File: config.mk
export PLATFORM = sky130hd
export DESIGN_NAME = prach_hb3_pair
export DESIGN_NICKNAME = d
export VERILOG_FILES = /design/src/rtl/prach_hb3_pair.sv
export SDC_FILE = /design/constraint.sdc
export NUM_CORES = 1
export LEC_CHECK = 0
export ABC_AREA = 1
export CORE_MARGIN = 3
export CORE_UTILIZATION = 58
export DETAILED_ROUTE_END_ITERATION = 6
export PLACE_DENSITY = 0.75
export SLEW_MARGIN = 20
export SYNTH_ARGS = -nofsm -noshare
export SYNTH_HDL_FRONTEND = slang
export SYNTH_SLANG_ARGS = --single-unit
export TNS_END_PERCENT = 100
File: constraint.sdc
create_clock -name clk -period 7.5 [get_ports clk]
set_clock_uncertainty 0.2 [all_clocks]
set_input_delay 1.5 -clock clk [delete_from_list [all_inputs] [get_ports clk]]
set_output_delay 1.5 -clock clk [all_outputs]
set_load 0.01 [all_outputs]
File: src/rtl/prach_hb3_pair.sv
`default_nettype none
// +--------------------------------------------------------------------------+
// | Module   : prach_hb3_pair                                                |
// | Purpose  : per-channel even/odd sample pairing ahead of the HB3 decimator |
// |            (optional sticky drop flag under PRACH_HB3_PAIR_ERR_EN)        |
// | Revision : 1.0                                                            |
// +--------------------------------------------------------------------------+
module prach_hb3_pair #(
    parameter int WIDTH            = 16,
    parameter int NUM_CHANNEL      = 64,
    parameter int NUM_CHANNEL_USED = 48,
    parameter int LATENCY          = 2
) (
    input  logic             clk,
    input  logic             rst_n,
    input  logic [WIDTH-1:0] din_dq,
    input  logic             din_dv,
    input  logic [7:0]       din_chn,
    input  logic             sync_in,
    output logic [WIDTH-1:0] dout_dp1,
    output logic [WIDTH-1:0] dout_dp2,
    output logic             dout_dv,
    output logic [7:0]       dout_chn,
    output logic             sync_out
`ifdef PRACH_HB3_PAIR_ERR_EN
    ,
    output logic             err_drop
`endif
);

    localparam int                 c_CHN_W = $clog2(NUM_CHANNEL);
    localparam logic [c_CHN_W:0]   c_USED  = (c_CHN_W + 1)'(NUM_CHANNEL_USED);

    logic [NUM_CHANNEL-1:0] phase_q;
    logic [NUM_CHANNEL-1:0] phase_d;
    logic [WIDTH-1:0]       hold_mem [NUM_CHANNEL];

    logic                   fwd_vld_q;
    logic [c_CHN_W-1:0]     fwd_idx_q;
    logic [WIDTH-1:0]       fwd_dat_q;

    logic                   s1_vld_q;
    logic [WIDTH-1:0]       s1_even_q;
    logic [WIDTH-1:0]       s1_odd_q;
    logic [c_CHN_W-1:0]     s1_chn_q;

    logic                   out_vld_q;
    logic [WIDTH-1:0]       out_dp1_q;
    logic [WIDTH-1:0]       out_dp2_q;
    logic [c_CHN_W-1:0]     out_chn_q;

    logic [LATENCY-1:0]     sync_pipe_q;

    logic [c_CHN_W-1:0]     chn_idx;
    logic                   in_used;
    logic                   accept;
    logic                   cur_phase;
    logic [WIDTH-1:0]       hold_rd;
    logic                   unused_chn_hi;

    assign chn_idx       = din_chn[c_CHN_W-1:0];
    assign unused_chn_hi = ^din_chn[7:c_CHN_W];
    assign in_used       = ({1'b0, chn_idx} < c_USED);
    assign accept        = din_dv & in_used;
    // Sync realigns before the current sample is classified, so it lands as even.
    assign cur_phase     = sync_in ? 1'b0 : phase_q[chn_idx];
    assign hold_rd       = (fwd_vld_q && (fwd_idx_q == chn_idx)) ? fwd_dat_q
                                                                 : hold_mem[chn_idx];

    always_comb begin
        phase_d = sync_in ? '0 : phase_q;
        if (accept) begin
            phase_d[chn_idx] = ~cur_phase;
        end
    end

    always_ff @(posedge clk) begin
        if (accept && !cur_phase) begin
            hold_mem[chn_idx] <= din_dq;
        end
    end

    always_ff @(posedge clk) begin
        if (!rst_n) begin
            phase_q     <= '0;
            fwd_vld_q   <= 1'b0;
            fwd_idx_q   <= '0;
            fwd_dat_q   <= '0;
            s1_vld_q    <= 1'b0;
            s1_even_q   <= '0;
            s1_odd_q    <= '0;
            s1_chn_q    <= '0;
            out_vld_q   <= 1'b0;
            out_dp1_q   <= '0;
            out_dp2_q   <= '0;
            out_chn_q   <= '0;
            sync_pipe_q <= '0;
        end else begin
            phase_q     <= phase_d;
            fwd_vld_q   <= accept & ~cur_phase;
            fwd_idx_q   <= chn_idx;
            fwd_dat_q   <= din_dq;
            s1_vld_q    <= accept & cur_phase;
            if (accept && cur_phase) begin
                s1_even_q <= hold_rd;
                s1_odd_q  <= din_dq;
                s1_chn_q  <= chn_idx;
            end
            out_vld_q   <= s1_vld_q;
            if (s1_vld_q) begin
                out_dp1_q <= s1_odd_q;
                out_dp2_q <= s1_even_q;
                out_chn_q <= s1_chn_q;
            end
            sync_pipe_q <= {sync_pipe_q[LATENCY-2:0], sync_in};
        end
    end

    assign dout_dp1 = out_dp1_q;
    assign dout_dp2 = out_dp2_q;
    assign dout_dv  = out_vld_q;
    assign dout_chn = {{(8 - c_CHN_W){1'b0}}, out_chn_q};
    assign sync_out = sync_pipe_q[LATENCY-1];

`ifdef PRACH_HB3_PAIR_ERR_EN
    logic err_q;

    always_ff @(posedge clk) begin
        if (!rst_n || sync_in) begin
            err_q <= 1'b0;
        end else if (din_dv && !in_used) begin
            err_q <= 1'b1;
        end
    end

    assign err_drop = err_q;
`endif

endmodule
`default_nettype wire

==> metrics.md <==
| Metric | Value |
|---|---|
| Period utilization | `between 60% and 70%` |
| # diodes | `0` |
| DRT Pass-1 Iters | `5` |
| Dpl hpwl | `64300 µm` |
| DR iter-0 viols | `3762` |
| Worst slack at placement | `1960 ps` |
| Commonest non-fill, non-tap cell in the layout | `nand2_1` |
| Vias per cell | `between 5 and 6` |
| Commonest register cell after synthesis | `edfxtp_1` |
| Clock Pin Slew Worst Setup and Hold Paths | `around 60 ps` |
| Grt total ovfl | `0` |
| Post-synth cell types | `34` |
| Max Slew Vio Count | `0` |
| Most frequent cells in the layout | `nand2_1, edfxtp_1, conb_1` |
| Avg Cell Area, Syn | `9.99 µm²` |
| Synth area leader | `edfxtp_1` |
| CTS Sinks | `around 1200` |
| Sw Pwr | `0.00321 W` |
| Post-cts resize count | `0` |
| MaxCap Viol Count | `0` |
| Hold Vio Cnt, Final | `0` |
| Crit Path Category | `in2reg` |
| CTS buffer count | `118` |
| Number of global-route vias before repair | `about 33000` |
| Tot GR Track Use | `~27%` |
| DR WL/cell | `roughly 19 µm` |
| Starting Density | `between 50 and 60%` |
| Power density cells | `256 nW/µm²` |
| Chip Height | `298 µm` |
| Unrepaired setup endpoints after global routing | `no` |
| Total number of H-tree levels | `3` |
| CP required | `7560 ps` |
| Full die area | `between 80000 and 90000 µm²` |
| Core region area | `~84000 µm²` |
| I/O pins | `70` |
| Worst setup EP type | `register` |
| Port bufs | `between 60 and 70` |
| Mapped Area | `a little under 50000 µm²` |
| Int Pwr | `around 0.011 W` |
| Comb pwr share | `~6.0%` |
| Longest Clk Path Bufs | `3` |
| Die width | `just under 300 µm` |
| Core Rows | `106` |
| Max Clk Rate | `between 0.2 and 0.25 GHz` |
| Vias | `about 34000` |
| # nets final | `approximately 5200` |
| Rel. slew slack | `about 29%` |
| Final Setup Violations | `0` |
| Worst EP arrival | `5040 ps` |
| CP max FO | `50` |
| FFs w/ async S/R, synth | `0%` |
| Setup tns final | `0 ps` |
| Sw Ratio | `22.6%` |
| Clock share of power | `42.1%` |
| Yosys reg bits | `about 1200` |
| Worst setup margin | `approximately 2500 ps` |
| Area growth, synth to finish | `12.3%` |
| Worst-margin pin slew | `1070 ps` |
| Top cells by area, synth | `edfxtp_1, nand2_1, dfxtp_1` |
| Initial antenna violation count | `3` |
| Syn. warnings | `0` |
| First-pass GRT wire length | `186000 µm` |
| Gate Count Post-Synth | `a little under 5000` |
| Leak | `approximately 23 nW` |
| Layout cell share with drive strength beyond 1 | `between 5 and 6%` |
| DRC | `0` |
| Sequential-to-total area share from yosys stat | `69.0%` |
| Worst-Skew Late Latency | `710 ps` |
| GP Congestion | `roughly 0.9` |
| Worst hold path type | `reg2reg` |
| Hold-fix buffers, CTS | `0` |
| Crit path time final | `between 4000 and 5000 ps` |
| Post-synth top area share | `between 60 and 70%` |
| EDFF count, synth | `between 1000 and 1500` |
| CTS tree | `yes` |
| Final WL | `121000 µm` |
| VDD IR-drop max | `roughly 0.00022 V` |
| Largest net degree at the start of global routing | `between 150 and 200` |
| Antenna-violating nets left | `0` |
| Post-CTS setup buffer count | `0` |
| Status | `completed` |
| Flop pwr share | `approximately 52%` |
| Crit path launch type | `primary input` |
| CTS Root Buffer Type | `clkbuf_16` |
-- flip-flops by register name (all words and copies together) (netlist names) --
signal and cells:
phase_q 64, s1_chn_q 6, out_chn_q 6, hold_mem 1024, s1_vld_q 1, fwd_dat_q 16
dout_dv 1, fwd_idx_q 6, dout_dp1 16, fwd_vld_q 1, dout_dp2 16, sync_pipe_q 2
s1_odd_q 16, s1_even_q 16
-- cells by family after synthesis --
family / Yosys count / synth area share, %
xor gates and xnor gates: 1 / 0.0177
AOI/OAI and AO/OA: 402 / 4.25
buffers and inverters: 469 / 4.22
and+or+nand+nor: 2879 / 22.5
DFF: 1191 / 69.0
other: 1 / 0.00759
-- per-layer routing --
layer	vias up	routed length [µm]	global-route usage, %
li1	16300	-	-
met1	16200	48100	36.9
met2	1587	56300	43.6
met3	317	11400	5.20
met4	2	5260	11.8
met5	-	13	0
-- per-stage QoR --
stage               instances  cell area [µm²]  utilization (%)  power [W]  hold slack (ps)
floorplan                5200            50300                -    0.00802              190
global placement         6189            51500             61.3    0.00833              192
detailed placement       6189            51500             61.3    0.00835              198
CTS                      6413            55500             66.1     0.0142              212
global route             6413            55500             66.1     0.0146              246
finish                   6413            55500             66.1     0.0142              212
-- final timing paths --
kind	start	endpoint	slack [ps]	depth (start not counted)
max	din_chn[4]	hold_mem[47][0]$_DFFE_PP_	2520	10
min	sync_pipe_q[0]$_SDFF_PN0_	sync_pipe_q[1]$_SDFF_PN0_	210	2
max reg2reg	phase_q[44]$_SDFF_PN0_	hold_mem[47][0]$_DFFE_PP_	4210	10
min reg2reg	sync_pipe_q[0]$_SDFF_PN0_	sync_pipe_q[1]$_SDFF_PN0_	210	2
-- power groups by stage --
stage | logic [W] | clock network [W] | registers [W]
after floorplan | 0.000510 | 0 | 0.00751
after global placement | 0.000816 | 0 | 0.00752
after detailed placement | 0.000829 | 0 | 0.00752
after CTS | 0.000835 | 0.00602 | 0.00738
after global routing | 0.000943 | 0.00629 | 0.00739
final | 0.000848 | 0.00598 | 0.00738
-- worst max-delay path, cell delays in order --
cell and delay (ps):
clkdlybuf4s50_1 870, inv_1 230, nor3_4 800, o21ai_1 230
nand2_1 130, nor2_1 50, nand2_2 100, nand2_4 320
nand3_1 270, inv_1 480
-- cell usage after synthesis (15+ instances only) --
| cell | instances |
|---|---|
| nor2_1 | 196 |
| dfxtp_1 | 167 |
| edfxtp_1 | 1024 |
| inv_1 | 201 |
| buf_2 | 145 |
| clkbuf_1 | 68 |
| nand3b_1 | 19 |
| o211ai_1 | 29 |
| o21ai_0 | 117 |
| buf_1 | 15 |
| nand3_1 | 68 |
| nand2_1 | 2559 |
| buf_4 | 26 |
| a21oi_1 | 243 |
-- layout make-up --
| type | count | area (µm²) |
|---|---|---|
| tap | 1134 | 1420 |
| timing repair buffer | 115 | 973 |
| sequential | 1191 | 34100 |
| inverter | 209 | 802 |
| multi-input combinational | 3540 | 14200 |
| fill | 6299 | 28500 |
| clock inverter | 77 | 788 |
| clock buffer | 147 | 3200 |
Power figures use the tool's default switching activity.
